File: src/rtl/pi_shift_regs.sv
// Pi-side serial register port: synchronises the Pi's serial clock, data, latch and select
// into clk, deserialises RD/RC writes and serialises TD/TC back on r_dout.
module pi_shift_regs #(
  parameter int SYNC_STAGES = 2,
  parameter int WIDTH       = 8
) (
  input  logic             clk,
  input  logic             reset_n,
  input  logic             r_clk,
  input  logic             r_din,
  input  logic             r_le,
  input  logic [1:0]       r_sel,
  input  logic [WIDTH-1:0] td,
  input  logic [WIDTH-1:0] tc,
  output logic             r_dout,
  output logic [WIDTH-1:0] rd,
  output logic [WIDTH-1:0] rc,
  output logic             rd_strobe,
  output logic             rc_strobe,
  output logic             frame_err
);

  localparam int CW = $clog2(WIDTH + 1);
  localparam logic [CW-1:0] FULL_COUNT = CW'(WIDTH);

  typedef enum logic [1:0] {IDLE, SHIFT, FULL} state_t;

  logic [SYNC_STAGES-1:0]      clk_sync, din_sync, le_sync;
  logic [SYNC_STAGES-1:0][1:0] sel_sync;
  logic                        clk_prev, le_prev;
  logic                        clk_s, din_s, le_s;
  logic [1:0]                  sel_s;
  logic                        clk_rise, le_rise;

  state_t                      state;
  logic [CW-1:0]               count;
  logic [WIDTH-1:0]            in_sr, out_sr;

  assign clk_s    = clk_sync[SYNC_STAGES-1];
  assign din_s    = din_sync[SYNC_STAGES-1];
  assign le_s     = le_sync[SYNC_STAGES-1];
  assign sel_s    = sel_sync[SYNC_STAGES-1];
  assign clk_rise = clk_s & ~clk_prev;
  assign le_rise  = le_s & ~le_prev;
  assign r_dout   = out_sr[WIDTH-1];

  // Every synchroniser stage and edge register is in the reset domain, so no stale
  // pin history can fake an edge right after reset_n deasserts.
  always_ff @(posedge clk or negedge reset_n) begin
    if (!reset_n) begin
      clk_sync <= '0;
      din_sync <= '0;
      le_sync  <= '0;
      sel_sync <= '0;
      clk_prev <= 1'b0;
      le_prev  <= 1'b0;
    end else begin
      // NOTE: non-blocking assignments make each stage take the previous stage's old
      // value, which is what turns this into a real multi-flop chain.
      clk_sync <= {clk_sync[SYNC_STAGES-2:0], r_clk};
      din_sync <= {din_sync[SYNC_STAGES-2:0], r_din};
      le_sync  <= {le_sync[SYNC_STAGES-2:0], r_le};
      sel_sync <= {sel_sync[SYNC_STAGES-2:0], r_sel};
      clk_prev <= clk_s;
      le_prev  <= le_s;
    end
  end

  always_ff @(posedge clk or negedge reset_n) begin
    if (!reset_n) begin
      state     <= IDLE;
      count     <= '0;
      in_sr     <= '0;
      out_sr    <= '0;
      rd        <= '0;
      rc        <= '0;
      rd_strobe <= 1'b0;
      rc_strobe <= 1'b0;
      frame_err <= 1'b0;
    end else begin
      rd_strobe <= 1'b0;
      rc_strobe <= 1'b0;
      frame_err <= 1'b0;
      // A latch rise ends the frame and swallows any r_clk rise seen in the same cycle.
      if (le_rise) begin
        state <= IDLE;
        count <= '0;
        if (sel_s[1]) begin
          if (state == FULL) begin
            if (sel_s[0]) begin
              rc        <= in_sr;
              rc_strobe <= 1'b1;
            end else begin
              rd        <= in_sr;
              rd_strobe <= 1'b1;
            end
          end else begin
            frame_err <= 1'b1;
          end
        end else begin
          out_sr <= sel_s[0] ? tc : td;
        end
      end else if (clk_rise) begin
        if (sel_s[1]) begin
          in_sr <= {in_sr[WIDTH-2:0], din_s};
          if (count != FULL_COUNT) count <= count + 1'b1;
          state <= (state == FULL || count == FULL_COUNT - 1'b1) ? FULL : SHIFT;
        end else begin
          out_sr <= {out_sr[WIDTH-2:0], 1'b0};
        end
      end
    end
  end

endmodule

File: config.mk
export PLATFORM = sky130hd
export DESIGN_NAME = pi_shift_regs
export DESIGN_NICKNAME = d
export VERILOG_FILES = /design/src/rtl/pi_shift_regs.sv
export SDC_FILE = /design/constraint.sdc
export NUM_CORES = 1
export LEC_CHECK = 0
export BUFFER_PORTS_ARGS = -buffer_cell sky130_fd_sc_hd__buf_4
export CORE_ASPECT_RATIO = 0.75
export CORE_UTILIZATION = 60
export CTS_BUF_LIST = sky130_fd_sc_hd__clkbuf_4
export DETAILED_ROUTE_END_ITERATION = 10
export PLACE_DENSITY = 0.92
export SLEW_MARGIN = 10
export SYNTH_ARGS = -nofsm -noshare
export SYNTH_HDL_FRONTEND = slang
export SYNTH_SLANG_ARGS = --single-unit
File: constraint.sdc
create_clock -name clk -period 4.3 [get_ports clk]
set_clock_uncertainty 0.05 [all_clocks]
set_input_delay 1.29 -clock clk [delete_from_list [all_inputs] [get_ports clk]]
set_output_delay 1.29 -clock clk [all_outputs]
set_load 0.03 [all_outputs]
==> run_results.csv, run 1 <==
group,metric,value,unit
outcome,outcome,"complete, no violations",
setup_path,critPathMaxStageDelay,0.42,ns
setup_path,critical_path_class,"flip-flop to output pin",
die,start_util,63.53,%
routing,drtPass1Iterations,5,
routing,final_antenna_net_count,0,
clocking,ctsResizeCount,0,
sta,hold_violations,0,
yosys,synthTopCellsByArea,"dfrtp_1 (63%), mux2_2 (13%), a222oi_1 (3.3%), mux2i_1 (3.3%), inv_1 (2.3%)",
placement,io_buffer_count,42,
grt,grt-ovfl-total,0,
die,num_rows,18,
sta,rsz0062_at_grt,"no",
clocking,cts_tree,"done",
setup_path,worstPathArrival,0.99,ns
yosys,syn_nets,177,
die,core,3311,um^2
clocking,post_cts_buffers,0,
setup_path,cp-start-kind,"flip-flop",
yosys,synthCells,152,
yosys,ys_warn_count,0,
yosys,synth_top_area_share,63.06,%
setup_path,crit_path_end_kind,"output pin",
setup_path,reg2reg_to,"state[0]$_DFFE_PN0P_",
finish,syn_to_final_growth,19.63,%
hold_path,hold_path_class,"flip-flop to flip-flop",
sta,setup_slack,1.971,ns
pwr,power,988.6,uW
setup_path,critPathMaxFanout,2,
routing,vias,1367,
sta,tns,0,ns
clocking,cts_root_buf,"clkbuf_4",
setup_path,critPathBufInv,1,
placement,dp_hpwl,2739,um
finish,fin_cells,237,
placement,place_ws,2.288,ns
yosys,yosysUniqueCellTypes,28,
clocking,cts_made_buffers,5,
run,maxCapViolCount,0,
routing,wl_per_cell,16.28,um
yosys,yosysSeqAreaShare,63.06,%
grt,antenna_found_initial,0,
routing,drt_iter0_markers,112,
clocking,h-tree-depth,2,
setup_path,critPathTopFamily,"flip-flops",
sta,post-route-min-period,2.329,ns
finish,drive_gt1_share,40.10,%
clocking,clkLatencyLatePin,0.39,ns
setup_path,endpoint,"rc[4]",
sta,slew_headroom,58.37,%
routing,drt_wl_total,3858,um
yosys,syn-cell-area,2103,um^2
grt,grt_start_max_net_pins,54,
sta,final-setup-viol-count,0,
pwr,p_leak,0.001310,uW
placement,place_inst,229,
finish,final_common_cell,"dfrtp_1",
die,die_w,70.37,um
setup_path,crit_chain,"buf_4",
setup_path,r2r_slack,2.39,ns
routing,viasPerCell,5.768,
routing,drc,0,
grt,grt_pass1_wl,6147,um
sta,finalCritPeriodShare,54.16,%
setup_path,timing.rr.start,"sel_s[1]$_DFF_PN0_",
setup_path,crit_slowest_cell,"dfrtp_1",
finish,n_antenna_cell,0,
yosys,ys_seq_elements,53,
setup_path,critical_path_required,2.96,ns
setup_path,crit_start,"rc[4]$_DFFE_PN0P_",
clocking,cts_hold_buf,0,
die,dieArea,3749,um^2
yosys,yosysTopAreaCell,"dfrtp_1",
placement,gp_congestion,0.7590,
grt,grt_pass1_vias,1315,
yosys,avgSynthCellArea,13.84,um^2
sta,fmax,429.4,MHz
finish,nets,221,
pwr,irDropWorstVdd,0.0002978,V
grt,grt_usage,22.82,%
setup_path,reg2regPathDepth,3,
pwr,powerDensity,392.9,nW/um^2
sta,finalMaxSlewViolations,0,
setup_path,cp.depth,1,
clocking,cts.sinks,53,
clocking,cts_buffer_depth,2,
finish,final_cell_mix,"dfrtp_1 (53), buf_4 (42), mux2_2 (25), inv_1 (13), nor2_1 (11)",
die,io_pins,43,
sta,worst_pin_slew,0.6245,ns
clocking,clk_pin_slew,0.16,ns
die,die_h,53.28,um
-- registers in the layout, indices dropped and copies added, names as in the netlist, 2 cells and up --
signal,flops
in_sr,8
out_sr,8
rc,8
rd,8
count,4
clk_sync,2
din_sync,2
le_sync,2
sel_s,2
sel_sync,2
state,2
-- area by class of cell --
type | instances | area (um^2)
clock buffers | 5 | 37.54
clock inverters | 3 | 47.55
fillers | 214 | 794.5
inverters | 13 | 48.80
multi-input cells | 81 | 690.7
flip-flops and latches | 53 | 1326
well taps | 40 | 50.05
repair buffers | 42 | 315.3
-- power by group --
group	switching (uW)	internal (uW)	leakage, uW
Combinational	46.9	59.6	0.000587
Sequential	44.5	548	0.000677
Clock	163	127	0.0000462
Total	254	735	0.00131
-- stage by stage --
| step | utilization, % | area [um^2] | hold slack, ns |
|---|---|---|---|
| after floorplan | - | 2103 | 0.2812 |
| after CTS | 76.00 | 2516 | 0.3191 |
| after global routing | 76.00 | 2516 | 0.3278 |
| after detailed placement | 73.43 | 2431 | 0.2855 |
| after global placement | 73.43 | 2431 | 0.2846 |
| final | 76.00 | 2516 | 0.3155 |
-- kinds of logic (layout without fill, tap and decap cells) --
kind of cell | Yosys count | in the layout | share of synthesized area [%]
DFF | 53 | 53 | 63.06
adders and majority gates | 2 | 2 | 1.190
muxes | 32 | 32 | 16.72
AOI/OAI and AO/OA | 20 | 20 | 7.199
and+or+nand+nor | 27 | 27 | 7.733
buffers and inverters | 18 | 63 | 4.105
-- Yosys cell counts (all sizes together) --
master,n
a22o,1
o31ai,1
a21o,1
a21oi,4
nor2,12
buf,5
and3b,1
nand3b,1
or4,2
a222oi,7
nand4b,1
inv,13
mux2,25
o211a,1
nand2b,2
nand3,1
mux2i,7
or3,2
nand2,2
o21ai,4
o211ai,1
and4,1
nor2b,2
dfrtp,53
ha,2
-- per-layer routing --
metal	GRT usage [%]	vias up	part of all wire, %	routed length, um
met4	13.00	0	2.5	97
met5	0	-	0	0
met2	38.25	56	50	1937
li1	-	625	-	-
met3	5.905	9	5.9	226
met1	27.38	677	41	1596
-- worst min path at each step --
stage	from	slack [ns]	cells past startpoint	endpoint
after CTS	le_sync[0]$_DFF_PN0_	0.32	0	le_sync[1]$_DFF_PN0_
after global routing	sel_sync[0]$_DFF_PN0_	0.33	0	sel_s[0]$_DFF_PN0_
after detailed placement	le_sync[0]$_DFF_PN0_	0.29	0	le_sync[1]$_DFF_PN0_
after global placement	le_sync[0]$_DFF_PN0_	0.28	0	le_sync[1]$_DFF_PN0_
final	sel_sync[0]$_DFF_PN0_	0.32	0	sel_s[0]$_DFF_PN0_
after floorplan	clk_sync[0]$_DFF_PN0_	0.28	0	clk_sync[1]$_DFF_PN0_
Note: power is estimated with default switching activity, not from simulation.
==> run 2, diff against run 1 <==
Settings changed: CORE_UTILIZATION 60 to 51, PLACE_DENSITY 0.92 to 0.84.
Clock period 4.3 ns to 2.1 ns, I/O delays scaled along.
==> run 2 against run 1 <==
Compared with the run above:
- critical path depth rose by 2
- cell area barely moved
- combinational power rose by 110%
- non-clock buffer count rose by 1
- sequential power rose by 100%
- die area rose by 17%
- worst hold slack got worse by 0.078 ns
- first-iteration DRC count rose by 0.89%
- clock-buffer cell count rose by 2
- power rose by 89%
- routed wire length fell by 8.1%
- setup slack got worse by 1.6 ns
==> run_results.csv, run 2 (synthesized netlist as in run 1, its figures left out) <==
group,metric,value,unit
outcome,outcome,"complete, no violations",
finish,n_antenna_cell,0,
clocking,cts_root_buf,"clkbuf_4",
setup_path,critPathTopFamily,"simple AND/OR/NAND/NOR gates",
placement,io_buffer_count,42,
clocking,cts_hold_buf,0,
finish,nets,222,
routing,final_antenna_net_count,0,
die,io_pins,43,
setup_path,critical_path_class,"flip-flop to flip-flop",
pwr,irDropWorstVdd,0.0006252,V
sta,holdWs,0.2379,ns
clocking,h-tree-depth,2,
grt,use_met3,3.937,%
die,dieArea,4388,um^2
clocking,clk_pin_slew,0.14,ns
clocking,cts.sinks,53,
clocking,cts_buffer_depth,2,
grt,grt_pass1_vias,1415,
run,maxCapViolCount,0,
finish,fill_cells,293,
hold_path,hold_path_class,"input pin to async pin",
setup_path,crit_slowest_cell,"nand3b_1",
pwr,p_leak,0.001301,uW
die,die_h,57.62,um
placement,dp_hpwl,2589,um
setup_path,crit_path_end_kind,"flip-flop",
routing,viasPerCell,5.428,
sta,finalCritPeriodShare,80.24,%
grt,globalRouteMet2Util,31.17,%
setup_path,critPathBufInv,0,
routing,drtPass1Iterations,4,
finish,final_common_cell,"dfrtp_1",
setup_path,critPathMaxFanout,12,
sta,worst_pin_slew,0.6304,ns
sta,final-setup-viol-count,0,
finish,multi_input_area,690.7,um^2
die,start_util,55.30,%
sta,fmax,593.5,MHz
setup_path,cp-start-kind,"flip-flop",
setup_path,crit_chain,"nand3b_1, nor2_4, mux2_2",
routing,vias,1357,
sta,setup_slack,0.4150,ns
sta,slew_headroom,57.98,%
setup_path,worstPathArrival,1.88,ns
sta,tns,0,ns
clocking,post_cts_buffers,0,
grt,grt_pass1_wl,6348,um
die,die_w,76.16,um
clocking,ctsResizeCount,0,
die,core,3804,um^2
placement,gp_congestion,0.8720,
pwr,powerDensity,744.7,nW/um^2
clocking,cts_tree,"done",
grt,use_met1,25.62,%
sta,finalMaxSlewViolations,0,
grt,grt_busiest_layer,"met2",
grt,grt_start_max_net_pins,54,
sta,hold_violations,0,
clocking,clkLatencyLatePin,0.35,ns
finish,seqCellArea,1326,um^2
clocking,cts_made_buffers,5,
routing,drc,0,
finish,syn_to_final_growth,19.51,%
sta,rsz0062_at_grt,"no",
sta,post-route-min-period,1.685,ns
routing,drt_iter0_markers,113,
die,num_rows,19,
finish,drive_gt1_share,40.40,%
grt,grt-ovfl-total,0,
setup_path,critical_path_required,2.29,ns
grt,grt_usage,18.65,%
finish,final_cell_mix,"dfrtp_1 (53), buf_4 (43), mux2_2 (25), inv_1 (13), nor2_1 (11)",
setup_path,critPathMaxStageDelay,0.40,ns
routing,drt_wl_total,3545,um
grt,antenna_found_initial,0,
routing,wl_per_cell,14.18,um
placement,place_ws,0.4221,ns
## run 2: cell types whose count changed in the layout (fill, tap and decap cells not counted)
| cell | before | now |
|---|---|---|
| bufinv_16 | 1 | 0 |
| clkinvlp_4 | 0 | 1 |
| clkbuf_4 | 5 | 7 |
| buf_4 | 42 | 43 |
| inv_6 | 2 | 0 |
## run 2: area by class of cell
class / instances / share of cell area [%]
Sequential cell: 53 / 52.76
Multi-Input combinational cell: 81 / 27.48
Timing Repair Buffer: 43 / 12.84
Tap cell: 52 / 2.588
Clock buffer: 7 / 2.091
Inverter: 13 / 1.941
Clock inverter: 1 / 0.2987
## run 2: power breakdown
group          leakage [uW]  switching, uW  internal [uW]  total, uW
Sequential         0.000677           82.3           1120       1200
Combinational      0.000592           99.5            124        223
Clock             0.0000324            285            159        444
Total               0.00130            467           1400       1870
## run 2: path summary, 6_finish.rpt
check                      slack [ns]                   end            startpoint  cells past startpoint
max                              0.41  in_sr[1]$_DFFE_PN0P_    clk_prev$_DFF_PN0_                      3
min                              0.24     rc[0]$_DFFE_PN0P_               reset_n                      1
max reg2reg                      0.41  in_sr[1]$_DFFE_PN0P_    clk_prev$_DFF_PN0_                      3
min reg2reg                      0.32  le_sync[1]$_DFF_PN0_  le_sync[0]$_DFF_PN0_                      0
max in group asynchronous        1.35  count[3]$_DFFE_PN0P_               reset_n                      1
min in group clk                 0.32  le_sync[1]$_DFF_PN0_  le_sync[0]$_DFF_PN0_                      0
## run 2: per-stage QoR
| step | utilization (%) | instance area (um^2) | instances | total power [uW] |
|---|---|---|---|---|
| 2_1_floorplan | - | 2103 | 152 | 1344 |
| 3_3_place_gp | 64.51 | 2454 | 242 | 1427 |
| 3_5_place_dp | 64.51 | 2454 | 242 | 1453 |
| 4_1_cts | 66.09 | 2514 | 250 | 1889 |
| 5_1_grt | 66.09 | 2514 | 250 | 1973 |
| 6_report | 66.09 | 2514 | 250 | 1872 |
## run 2: layer usage
metal	up-vias	share of wire, %
li1	624	-
met1	684	45
met2	47	49
met3	2	5.5
met4	0	0.45
met5	-	0
